### config.mk
export PLATFORM = sky130hd
export DESIGN_NAME = rr_lock_arbiter
export DESIGN_NICKNAME = d
export VERILOG_FILES = /design/src/rtl/rr_lock_arbiter.sv
export SDC_FILE = /design/constraint.sdc
export NUM_CORES = 1
export LEC_CHECK = 0
export CAP_MARGIN = 30
export CORE_MARGIN = 10
export CORE_UTILIZATION = 30
export DETAILED_ROUTE_END_ITERATION = 6
export GPL_TIMING_DRIVEN = 0
export PLACE_DENSITY_LB_ADDON = 0.3
export SYNTH_ARGS = -nofsm -noshare
export SYNTH_HDL_FRONTEND = slang
export SYNTH_SLANG_ARGS = --single-unit
### constraint.sdc
create_clock -name CLK -period 8.4 [get_ports CLK]
set_input_delay 1.26 -clock CLK [delete_from_list [all_inputs] [get_ports CLK]]
set_output_delay 1.26 -clock CLK [all_outputs]
set_load 0.05 [all_outputs]
### src/rtl/rr_lock_arbiter.sv
// rr_lock_arbiter: round-robin arbiter with packet lock for a router output port.
// Grant is combinational from REQ/EN/state; PTR/OWNER/FSM advance on CLK.
// Optional hold timeout enabled by defining RR_ARB_HOLD_TIMEOUT_EN.
module rr_lock_arbiter #(
    parameter int NR       = 6,
    parameter int MAX_HOLD = 16,
    parameter int IW       = $clog2(NR)
) (
    input  logic          CLK,
    input  logic          RSTn,
    input  logic [NR-1:0] REQ,
    input  logic [NR-1:0] TAIL,
    input  logic          EN,
    output logic [NR-1:0] GRT,
    output logic          GRT_VLD,
    output logic [IW-1:0] GRT_IDX,
    output logic          LOCKED,
    output logic          TIMEOUT
);

    typedef enum logic {S_IDLE = 1'b0, S_LOCKED = 1'b1} state_t;

    // Elaboration-time sanity checks on the configuration.
    if (NR < 2)       begin : g_chk_nr   $error("NR must be >= 2");       end
    if (MAX_HOLD < 2) begin : g_chk_hold $error("MAX_HOLD must be >= 2"); end

    state_t        state, state_n;
    logic [IW-1:0] ptr, ptr_n;
    logic [IW-1:0] owner, owner_n;
    logic [IW-1:0] pick;
    logic          any;
    logic          hold_to;

    // (idx+1) mod NR without relying on power-of-two NR.
    function automatic logic [IW-1:0] nxt(input logic [IW-1:0] i);
        return (i == IW'(NR-1)) ? '0 : i + IW'(1);
    endfunction

`ifdef RR_ARB_HOLD_TIMEOUT_EN
    localparam int CW = $clog2(MAX_HOLD);
    logic [CW-1:0] cnt, cnt_n;

    // Counter value is the number of completed lock cycles; the current
    // cycle brings it to MAX_HOLD-1, so release fires when cnt is MAX_HOLD-2.
    // Tail transfer or abort in the same cycle take the normal release path.
    always_comb begin
        hold_to = (state == S_LOCKED) && REQ[owner] && !(EN && TAIL[owner])
                  && (cnt == CW'(MAX_HOLD-2));
    end

    // Hold counter register.
    always_ff @(posedge CLK or negedge RSTn) begin
        if (!RSTn) cnt <= '0;
        else       cnt <= cnt_n;
    end
`else
    // Locks are unbounded in this build.
    always_comb begin
        hold_to = 1'b0;
    end
`endif

    // Rotating-priority scan: first set REQ bit from ptr upward, wrapping.
    always_comb begin
        pick = '0;
        any  = 1'b0;
        for (int k = 0; k < NR; k++) begin
            int            jn;
            logic [IW-1:0] j;
            jn = int'(ptr) + k;
            if (jn >= NR) jn = jn - NR;
            j = IW'(jn);
            if (!any && REQ[j]) begin
                any  = 1'b1;
                pick = j;
            end
        end
    end

    // State, priority pointer and owner registers.
    always_ff @(posedge CLK or negedge RSTn) begin
        if (!RSTn) begin
            state <= S_IDLE;
            ptr   <= '0;
            owner <= '0;
        end else begin
            state <= state_n;
            ptr   <= ptr_n;
            owner <= owner_n;
        end
    end

    // Next-state: lock on multi-flit grant, release on tail/abort/timeout.
    always_comb begin
        state_n = state;
        ptr_n   = ptr;
        owner_n = owner;
`ifdef RR_ARB_HOLD_TIMEOUT_EN
        cnt_n   = cnt;
`endif
        case (state)
            S_IDLE: begin
                if (EN && any) begin
                    if (TAIL[pick]) begin
                        ptr_n = nxt(pick);
                    end else begin
                        state_n = S_LOCKED;
                        owner_n = pick;
`ifdef RR_ARB_HOLD_TIMEOUT_EN
                        cnt_n   = '0;
`endif
                    end
                end
            end
            S_LOCKED: begin
                // Abort wins over stall: a dropped request releases even with EN=0.
                if (!REQ[owner] || (EN && TAIL[owner]) || hold_to) begin
                    state_n = S_IDLE;
                    ptr_n   = nxt(owner);
                end else begin
`ifdef RR_ARB_HOLD_TIMEOUT_EN
                    cnt_n = cnt + CW'(1);
`endif
                end
            end
            default: state_n = S_IDLE;
        endcase
    end

    // Outputs: zero-latency grant, all forced low while reset is asserted.
    always_comb begin
        GRT     = '0;
        GRT_IDX = '0;
        LOCKED  = 1'b0;
        TIMEOUT = 1'b0;
        if (RSTn) begin
            LOCKED  = (state == S_LOCKED);
            TIMEOUT = hold_to;
            if (state == S_IDLE) begin
                if (EN && any) begin
                    GRT[pick] = 1'b1;
                    GRT_IDX   = pick;
                end
            end else if (EN && REQ[owner]) begin
                GRT[owner] = 1'b1;
                GRT_IDX    = owner;
            end
        end
        GRT_VLD = |GRT;
    end

endmodule

==> Word-level counts from Yosys, hierarchy flattened <==
Cells that the tools add are included.
{ "op_classes": {"n_addsub": 13, "muxes": 59, "eq_ne": 5, "bitwise": 2, "magnitude_cmp": 16, "reduce_logical": 20} }
{ "op_table": {"columns": ["op", "n"], "rows": [
  ["$mux 3", 21],
  ["$lt 3x4->1 const B", 8],
  ["$bmux 1 s3", 9],
  ["$mux 6", 4],
  ["$mux 1", 21],
  ["$ge 4x3->1 const B", 5],
  ["$sub 3x3->3 const B", 6],
  ["$logic_and 1x1->1", 10],
  ["$add 3x2->4 const B", 2],
  ["$add 3x3->4 const B", 2],
  ["$add 3x1->3 const B", 2],
  ["$demux 1 s3", 2],
  ["$eq 3x3->1 const B", 2],
  ["$ge 3x1->1 const B", 2],
  ["$logic_not 1->1", 6],
  ["$pmux 3 s2", 1],
  ["$reduce_and 3->1", 2],
  ["$reduce_or 6->1", 1],
  ["$add 3x1->4 const B", 1],
  ["$ne 2x1->1 const B", 2],
  ["$ge 3x3->1 const B", 1],
  ["$ne 2x2->1 const B", 1],
  ["$not 1->1", 2],
  ["$pmux 1 s2", 1],
  ["$logic_or 1x1->1", 1]
]} }
{ "word_totals": {"elab_cells": 118, "out_inout_bits": 12, "reg_bits": 7, "input_bits": 15} }

==> Longest topological paths before layout <==
Gate-level depths: netlist of run 1.
{ "depth": {"ltp_word": 28, "mapped_depth": 16, "mapped_depth_nobuf": 12} }

==> Worst setup path before layout of run 1 <==
No wires, ideal clock.
{ "synth_timing": {"path_type": "register to output", "from": "register ptr[0]", "to": "output port GRT_IDX[0]", "arrival_time_ns": 4.621, "setup_slack_ns": 2.519, "stages_incl_launch_ff": 15, "path_cell_list": "dfrtp_1 > buf_6 > buf_12 > inv_1 > ha_1 > clkbuf_1 > o21ai_0 > mux2i_1 > mux2_2 > o211ai_4 > o31ai_1 > nand2b_1 > clkbuf_1 > a21boi_0 > nor2b_1"} }
{ "synth_between": {"elab_chain_cells": 24, "elab_cells_between_ends": 61} }
{ "synth_rtl": {"columns": ["item", "line", "text"], "rows": [
  ["start: declaration", "28", "logic [IW-1:0] ptr, ptr_n;"],
  ["start signal: assignment", "88", "ptr <= ptr_n;"],
  ["branches (longest 21 deep; another with $add 3x1->4)", null, null],
  ["$mux 3 (*)", "140", "if (EN && any) begin"],
  ["$mux 3 (*)", "139", "if (state == S_IDLE) begin"],
  ["$mux 3 (*)", "136", "if (RSTn) begin"],
  ["end: declaration", "16", "output logic [IW-1:0] GRT_IDX,"]
]} }
Every way passes the cells marked *. The select of a mux whose other input is x is not followed.

==> Final worst setup path of run 1 <==
{ "layout_timing": {"from": "input port REQ[1]", "to": "output port GRT_IDX[2]"} }
{ "layout_between": {"elab_chain_cells": 22, "elab_cells_between_ends": 42} }
{ "layout_rtl": {"columns": ["item", "line", "text"], "rows": [
  ["start: declaration", "11", "input logic [NR-1:0] REQ,"],
  ["$bmux 1 s3", "73", "if (!any && REQ[j]) begin"],
  ["$mux 1 (not written as such)", "73", null],
  ["$mux 1", "73", null],
  ["$logic_not 1->1", "73", null],
  ["$logic_and 1x1->1", "73", null],
  ["$mux 1", "73", null],
  ["$logic_not 1->1", "73", null],
  ["$logic_and 1x1->1", "73", null],
  ["[... 6 more ...]", null, null],
  ["$mux 1", "73", null],
  ["$logic_not 1->1", "73", null],
  ["$logic_and 1x1->1", "73", null],
  ["$mux 1", "73", null],
  ["$logic_and 1x1->1", "140", null],
  ["$mux 3", "140", null],
  ["$mux 3 (*)", "139", null],
  ["$mux 3 (*)", "136", null]
]} }
Every way passes the cells marked *; elsewhere a longest branch is shown, timed or not. The select of a mux whose other input is x is not followed.

==> results by group, run 1 <==
Routing
  • First-pass DRT Iterations: 4
  • Routed len/inst: 14.9 um
  • Detailed-route via count: 1744
  • Residual DRC: 0
  • Total Wirelength: 4.85 mm
  • Initial DRC Count: 129
  • Routed Antenna Nets: 0
  • Via density: 5.35

Timing
  • Fin Clk Skew: 0.00174 ns
  • Final min period: 6.47 ns
  • Measured slew at the worst slew-check pin: 0.568 ns
  • Hold Vio Cnt, Final: 0
  • Setup TNS: 0 ns
  • RSZ-0062 raised after global routing: false
  • Final Cycle Share: 77.0%
  • # setup viols final: 0
  • Rel. slew slack: 61.8%
  • Peak Freq: 155 MHz
  • Pins over their slew limit: 0

Synthesis
  • Syn. warnings: 0
  • Post-synth top area cell: dfrtp_1
  • Mux cell area share after synthesis: 16.9%
  • Post-synthesis area per instance: 8.02 um^2
  • Post-Synth Adder-Cell Area: 5.62%
  • EDFF count, synth: 0
  • Post-synthesis cell area: 0.00178 mm^2
  • Synth area leaders: dfrtp_1, mux2i_1, ha_1
  • Post-synth ARST share: 100%
  • Register area share after synthesis: 9.84%
  • Yosys reg bits: 7
  • Unique masters post-synth: 66
  • Synth Flop Type: dfrtp_1
  • Post-synthesis net count: 245
  • Simple-Gate Fraction of Synth Area: 25.4%
  • Xor and xnor fraction of the mapped netlist area: 5.27%
  • Post-synth top area share: 9.84%
  • Largest family of logic cells by synthesized area: compound AO/OA/AOI/OAI gates
  • Compound-gate portion of the synthesized area: 28.2%
  • Synth Instances: 222

Setup path
  • Crit path kind: in -> out
  • Arrival @ worst endpoint: 5.21 ns
  • Crit path required time: 7.14 ns
  • Critical path capture point type: output port
  • Crit path launch type: input pin
  • Max Fanout on Critical Path: 6

Flow run
  • Maxcap violations: 0

Floorplanning
  • Initial Util: 30.4%
  • IO Pins: 27
  • Core area: 0.00585 mm^2
  • Die ar.: 0.00942 mm^2
  • Die Height: 97.0 um
  • Rows: 28
  • Chip Width: 97.0 um

Placed design
  • DPL Wire Length: 4.06 mm
  • Number of port buffers: 25
  • Gpl congestion: 0.875

Clock tree
  • Clk buf depth: 2
  • CTS H-Tree Depth: 1
  • Post-CTS Setup Bufs: 0
  • Clk root buf: clkbuf_8
  • PostCTS Resize Cnt: 0
  • Post-CTS Hold Fix Bufs: 0
  • Worst skew pair latency: 0.22 ns
  • Worst-path clk slew: 0.04 ns
  • Total CTS buffers: 3
  • CTS tree: built
  • Clk sinks: 7

Global routing
  • GRT overflow: 0
  • First-pass GRT wire length: 8.09 mm
  • Vias in the first global route: 1655
  • Overall Global Routing Usage: 9.93%
  • Largest net degree at the start of global routing: 15
  • Antenna violations before repair: 0

Final layout
  • Syn-to-layout area delta: 21.9%
  • Layout cell share with drive strength beyond 1: 16.7%
  • Ant diodes: 0
  • Nets: 275

Min path
  • Hold Crit Class: reg -> reg

Run status
  • Status: finished clean
area by class of cell:
| class | instances | area [um^2] |
|---|---|---|
| clock buffers | 4 | 45.0 |
| repair buffers | 25 | 250 |
| fillers | 586 | 3680 |
| plain buffers | 15 | 111 |
| flip-flops and latches | 7 | 175 |
| multi-input cells | 189 | 1450 |
| well taps | 75 | 93.8 |
| inverters | 11 | 41.3 |
critical path, stage by stage:
cell,delay (ns)
clkdlybuf4s50_1,0.49
mux2i_2,0.39
nor2_1,0.11
o211a_1,0.28
or4_4,0.53
nor3b_1,0.17
a31o_2,0.23
a22oi_1,0.39
o22ai_1,0.17
and2_1,0.18
or2_2,0.29
clkdlybuf4s50_1,0.70
through the flow:
step / util, % / hold WS [ns] / setup slack (ns) / area, um^2 / std cells
floorplan: - / 0.541 / 2.52 / 1780 / 222
global placement: 36.3 / 0.628 / 2.00 / 2120 / 322
detailed placement: 36.3 / 0.635 / 1.96 / 2120 / 322
CTS: 37.1 / 0.643 / 1.96 / 2170 / 326
global route: 37.1 / 0.700 / 1.69 / 2170 / 326
finish: 37.1 / 0.635 / 1.93 / 2170 / 326
layer usage:
layer  up-vias  global-route usage, %  wire length [um]
met3         6                   1.07               247
met5         -                      0                 0
met4         0                   3.75                46
met1       813                   13.0              2270
li1        875                      -                 -
met2        50                   16.2              2290
state kept, by name, indices dropped and copies added, names as in the netlist:
register and cells:
state 1, owner 3, ptr 3
cells by family (layout without fill, tap and decap cells):
logic type	Yosys count	after routing
adders and majority gates	8	8
and+or+nand+nor	82	82
buffers and inverters	26	55
other	1	1
DFF	7	7
xor gates and xnor gates	9	9
muxes	25	25
AOI/OAI and AO/OA	64	64
cell usage after synthesis (4+ instances only):
library cell  number
nand2_1           16
ha_1               8
nor2_1            15
nand3_1            6
nor2b_1            4
and2_1             8
dfrtp_1            7
xnor2_1            4
a21oi_1            8
clkbuf_1           6
inv_1             11
o31ai_1            9
mux2_2             6
nor3_1             8
mux2i_1           11
o21ai_0           12
or2_2              4
nand2b_1           5
placed cells by master (no fill, tap or decap), types with 4 or more instances in the layout:
cell and count:
a21oi_1 8, and2_1 8, clkbuf_1 7, clkdlybuf4s50_1 25, dfrtp_1 7, ha_1 8, inv_1 11, mux2_2 6
mux2i_1 11, nand2_1 16, nand2b_1 5, nand3_1 6, nor2_1 15, nor2b_1 4, nor3_1 8, o21ai_0 12
o31ai_1 9, or2_2 4, xnor2_1 4
final timing paths:
path / startpoint / end / slack [ns] / cells past startpoint
max: REQ[1] / GRT_IDX[2] / 1.93 / 12
min: owner[0] / owner[0] / 0.63 / 2
max reg2reg: ptr[0] / ptr[2] / 3.83 / 16
min reg2reg: owner[0] / owner[0] / 0.63 / 2
max in group asynchronous: RSTn / ptr[1] / 6.73 / 1
min in group asynchronous: RSTn / owner[0] / 1.36 / 1
Power of run 1 is left out: the tool's default activity adds up to more than one toggle a clock period on the data nets, which glitch-free logic cannot reach.
==> inputs of run 2 (changes only) <==
Clock period 8.4 ns to 6.1 ns, I/O delays scaled along.
==> results by group, run 2 (synthesized netlist as in run 1, its figures left out) <==
Run status
  • Status: finished clean

Clock tree
  • CTS tree: built
  • Clk root buf: clkbuf_8
  • CTS H-Tree Depth: 1 (unchanged)
  • Worst-path clk slew: 0.04 ns (about the same)
  • Clk sinks: 7 (unchanged)
  • Total CTS buffers: 3 (unchanged)
  • Clk buf depth: 2 (unchanged)
  • Worst skew pair latency: 0.22 ns (about the same)

Timing
  • Setup TNS: 0 ns (unchanged)
  • Setup WS post-layout: 0.321 ns (-1.61 ns)
  • Final Cycle Share: 94.7%
  • RSZ-0062 raised after global routing: false
  • Fin Clk Skew: 0.00174 ns (unchanged)
  • Peak Freq: 173 MHz
  • Measured slew at the worst slew-check pin: 0.568 ns (unchanged)
  • Final min period: 5.78 ns
  • Pins over their slew limit: 0 (unchanged)
  • # setup viols final: 0 (unchanged)
  • Rel. slew slack: 61.8% (unchanged)
  • Hold Vio Cnt, Final: 0 (unchanged)

Placed design
  • DPL Wire Length: 4.06 mm (unchanged)
  • Number of port buffers: 25 (unchanged)
  • Gpl congestion: 0.875 (unchanged)
  • Pre-CTS setup slack: 0.348 ns (-1.61 ns)

Setup path
  • Critical path capture point type: output port
  • Crit path launch type: input pin
  • Max Fanout on Critical Path: 6 (unchanged)
  • Arrival @ worst endpoint: 4.86 ns (-0.35 ns)
  • Worst-path cell chain: clkdlybuf4s50_1, mux2i_2, nor2_1, o211a_1, or4_4, nor3b_1, a31o_2, a22oi_1, o22ai_1, and2_1, or2_2, clkdlybuf4s50_1
  • Delay-heaviest family, CP: simple AND/OR/NAND/NOR gates
  • Critical path's most frequent cell: clkdlybuf4s50_1
  • Crit-path slowest cell: clkdlybuf4s50_1
  • Crit path kind: in -> out
  • Reg2Reg Launch Point: ptr[0]
  • WP buf/inv: 2 (unchanged)
  • Max stage delay on crit path: 0.70 ns (about the same)
  • Crit path required time: 5.18 ns (-1.96 ns)
  • Critical Path Start: REQ[1]

Final layout
  • Ant diodes: 0 (unchanged)
  • Regs by FF count: owner (3), ptr (3), state (1)
  • Most common cell after layout, fill and taps aside: clkdlybuf4s50_1
  • Nets: 275 (unchanged)
  • Syn-to-layout area delta: 22.1%
  • Fill cells: 588 (+0.34%)
  • Layout cell share with drive strength beyond 1: 16.7% (unchanged)
  • Most frequent cells in the layout: clkdlybuf4s50_1, nand2_1, nor2_1

Routing
  • First-pass DRT Iterations: 4 (unchanged)
  • Wl on met1: 2.29 mm (+1.1%)
  • Total Wirelength: 4.86 mm (+0.25%)
  • Residual DRC: 0 (unchanged)
  • Via density: 5.37 (+0.40%)
  • Initial DRC Count: 119 (-7.8%)
  • Top routing layer in use: met4
  • Routed len/inst: 14.9 um (+0.25%)
  • Metal2 WL: 2.27 mm (-0.61%)
  • Met3 Wirelength: 219 um (-11%)
  • Detailed-route via count: 1751 (+0.40%)
  • Routed Antenna Nets: 0 (unchanged)

Min path
  • Hold Crit Class: reg -> reg
  • HP Start: owner[0]

Floorplanning
  • Rows: 28 (unchanged)
  • IO Pins: 27 (unchanged)
  • Chip Width: 97.0 um (unchanged)
  • Die ar.: 0.00942 mm^2 (unchanged)
  • Initial Util: 30.4% (unchanged)
  • Die Height: 97.0 um (unchanged)
  • Core area: 0.00585 mm^2 (unchanged)

Global routing
  • Vias in the first global route: 1655 (unchanged)
  • Largest net degree at the start of global routing: 15 (unchanged)
  • Antenna violations before repair: 0 (unchanged)
  • GRT overflow: 0 (unchanged)
  • Overall Global Routing Usage: 9.93% (unchanged)
  • First-pass GRT wire length: 8.09 mm (unchanged)

Flow run
  • Maxcap violations: 0 (unchanged)
[run 2: cell count changes in the layout (fill, tap and decap cells not counted)]
cell	before	now
dlymetal6s2s_1	0	2
clkdlybuf4s50_1	25	23
[run 2: what timing repair did]
action,in CTS,in global routing
buffers inserted,0,0
endpoints found under the setup margin,0,2
resized for setup,0,2
hold endpoints to repair,0,0
hold buffers,0,0
[run 2: final timing paths]
path / to / slack, ns / cells after the start
worst max-delay path: GRT_IDX[2] / 0.32 / 12
max in group asynchronous: ptr[1] / 4.77 / 1
worst min-delay path: owner[0] / 0.64 / 2
worst min register to register: owner[0] / 0.64 / 2
min in group asynchronous: owner[0] / 1.02 / 1
worst max register to register: ptr[2] / 1.53 / 16
[run 2: final cells by class]
type	count	area, um^2	area share [%]
multi-input combinational	189	1450	66.8
timing repair buffer	25	255	11.7
tap	75	93.8	4.32
inverter	11	41.3	1.90
clock buffer	4	45.0	2.07
buffer	15	111	5.12
sequential	7	175	8.06
[run 2: worst min-delay path, stage by stage, from the launching register on]
cell,delay (ns)
dfrtp_1,0.33
inv_1,0.10
mux2i_1,0.15
[run 2: through the flow]
stage,cells,area (um^2),util [%],hold WS (ns)
floorplan,222,1780,-,0.541
global placement,322,2120,36.3,0.628
detailed placement,322,2120,36.3,0.635
CTS,326,2170,37.1,0.643
global route,326,2170,37.2,0.700
finish,326,2170,37.2,0.637
[run 2: layer usage]
metal / global-route usage (%) / up-vias
met2: 16.2 / 49
met4: 3.75 / 0
li1: - / 874
met5: 0 / -
met1: 13.0 / 820
met3: 1.07 / 8
Power of run 2 is left out for the same reason.
==> inputs of run 3 (changes only) <==
Settings changed: CTS_BUF_LIST from default to sky130_fd_sc_hd__clkbuf_4 sky130_fd_sc_hd__clkbuf_8.
==> results by group, run 3 (synthesized netlist as in run 1, its figures left out) <==
Final layout
  • Layout cell share with drive strength beyond 1: 17.1% (+0.40 points)
  • Regs by FF count: owner (3), ptr (3), state (1)
  • Multi-input combinational cell area: 0.00145 mm^2 (unchanged)
  • Register Area: 175 um^2 (unchanged)
  • Ant diodes: 0 (unchanged)
  • Final cell count without fillers: 326 (unchanged)
  • Most common cell after layout, fill and taps aside: clkdlybuf4s50_1
  • Syn-to-layout area delta: 22.3%
  • Fill cells: 586 (-0.34%)
  • Most frequent cells in the layout: clkdlybuf4s50_1, nand2_1, nor2_1
  • Nets: 275 (unchanged)

Timing
  • Hold Vio Cnt, Final: 0 (unchanged)
  • Final min period: 5.78 ns (unchanged)
  • RSZ-0062 raised after global routing: false
  • Rel. slew slack: 61.8% (unchanged)
  • Setup TNS: 0 ns (unchanged)
  • Pins over their slew limit: 0 (unchanged)
  • Final Cycle Share: 94.7% (unchanged)
  • # setup viols final: 0 (unchanged)
  • Fin Clk Skew: 0.00141 ns (-0.000332 ns)
  • Peak Freq: 173 MHz (unchanged)
  • Measured slew at the worst slew-check pin: 0.568 ns (unchanged)

Clock tree
  • CTS tree: built
  • Post-CTS Setup Bufs: 0 (unchanged)
  • Clk sinks: 7 (unchanged)
  • Worst-path clk slew: 0.04 ns (about the same)
  • Worst skew pair latency: 0.22 ns (about the same)
  • Clk root buf: clkbuf_8
  • Clk buf depth: 2 (unchanged)
  • Post-CTS Hold Fix Bufs: 0 (unchanged)
  • CTS H-Tree Depth: 1 (unchanged)
  • Total CTS buffers: 3 (unchanged)

Routing
  • Residual DRC: 0 (unchanged)
  • Initial DRC Count: 119 (unchanged)
  • Via density: 5.37 (about the same)
  • Total Wirelength: 4.86 mm (about the same)
  • Routed Antenna Nets: 0 (unchanged)
  • First-pass DRT Iterations: 4 (unchanged)
  • Routed len/inst: 14.9 um (about the same)
  • Detailed-route via count: 1752 (+0.057%)

Min path
  • Hold Crit Class: reg -> reg
  • HP Start: owner[0]
  • Worst hold endpoint: owner[0]
  • Worst Hold Depth: 2 (unchanged)

Run status
  • Status: finished clean

Floorplanning
  • Die Height: 97.0 um (unchanged)
  • Chip Width: 97.0 um (unchanged)
  • Initial Util: 30.4% (unchanged)
  • Core area: 0.00585 mm^2 (unchanged)
  • Die ar.: 0.00942 mm^2 (unchanged)
  • IO Pins: 27 (unchanged)
  • Rows: 28 (unchanged)

Placed design
  • Gpl congestion: 0.875 (unchanged)
  • Placed Instances: 322 (unchanged)
  • Number of port buffers: 25 (unchanged)
  • DPL Wire Length: 4.06 mm (unchanged)

Setup path
  • Worst R2R Setup Slack: 1.53 ns (about the same)
  • Crit path launch type: input pin
  • Reg2Reg Launch Point: ptr[0]
  • Arrival @ worst endpoint: 4.86 ns (about the same)
  • Max Fanout on Critical Path: 6 (unchanged)
  • Reg2reg path depth: 16 (unchanged)
  • R2r endpoint: ptr[2]
  • Critical path capture point type: output port
  • Crit path kind: in -> out
  • Crit path required time: 5.18 ns (about the same)

Global routing
  • Overall Global Routing Usage: 9.93% (unchanged)
  • Largest net degree at the start of global routing: 15 (unchanged)
  • GRT overflow: 0 (unchanged)
  • First-pass GRT wire length: 8.09 mm (unchanged)
  • Vias in the first global route: 1655 (unchanged)
  • Antenna violations before repair: 0 (unchanged)

Flow run
  • Maxcap violations: 0 (unchanged)
==> run 3: worst max path at each step <==
stage                       endpoint  startpoint  slack (ns)
final                     GRT_IDX[2]      REQ[1]        0.32
after detailed placement      GRT[1]      REQ[1]        0.35
after global routing      GRT_IDX[2]      ptr[0]        0.05
after global placement    GRT_IDX[2]      REQ[1]        0.39
after CTS                 GRT_IDX[1]      ptr[0]        0.30
after floorplan           GRT_IDX[0]      ptr[0]        0.56
==> run 3: layout make-up <==
type	instances	share of cell area, %
Buffer	15	5.11
Clock buffer	4	2.24
Inverter	11	1.90
Multi-Input combinational cell	189	66.7
Sequential cell	7	8.04
Tap cell	75	4.31
Timing Repair Buffer	25	11.7
==> run 3: worst max-delay path: stages <==
cell and delay (ns):
clkdlybuf4s50_1 0.49, mux2i_2 0.39, nor2_1 0.11, o211a_1 0.28
or4_4 0.53, nor3b_1 0.17, a31o_2 0.23, a22oi_1 0.39
o22ai_1 0.17, and2_1 0.18, or2_2 0.29, clkdlybuf4s50_1 0.70
==> run 3: per-layer routing <==
layer  track usage (%)  up-vias  share of wire, %  routed length (um)
met5                 0        -                 0                   0
met4              3.75        0               1.6                  76
met3              1.07        8               4.5                 219
met2              16.2       49                47                2270
met1              13.0      821                47                2290
li1                  -      874                 -                   -
==> run 3: metrics by stage <==
step / utilization (%) / hold WS [ns] / area [um^2] / setup slack [ns]
6_report: 37.2 / 0.637 / 2180 / 0.321
5_1_grt: 37.2 / 0.700 / 2180 / 0.0454
4_1_cts: 37.1 / 0.643 / 2170 / 0.297
3_5_place_dp: 36.3 / 0.635 / 2120 / 0.348
3_3_place_gp: 36.3 / 0.628 / 2120 / 0.390
2_1_floorplan: - / 0.541 / 1780 / 0.564
==> run 3: timing repair <==
action,in CTS,in global routing
hold endpoints to repair,0,0
setup endpoints to repair,0,2
resized for setup,0,2
Power of run 3 is left out for the same reason.
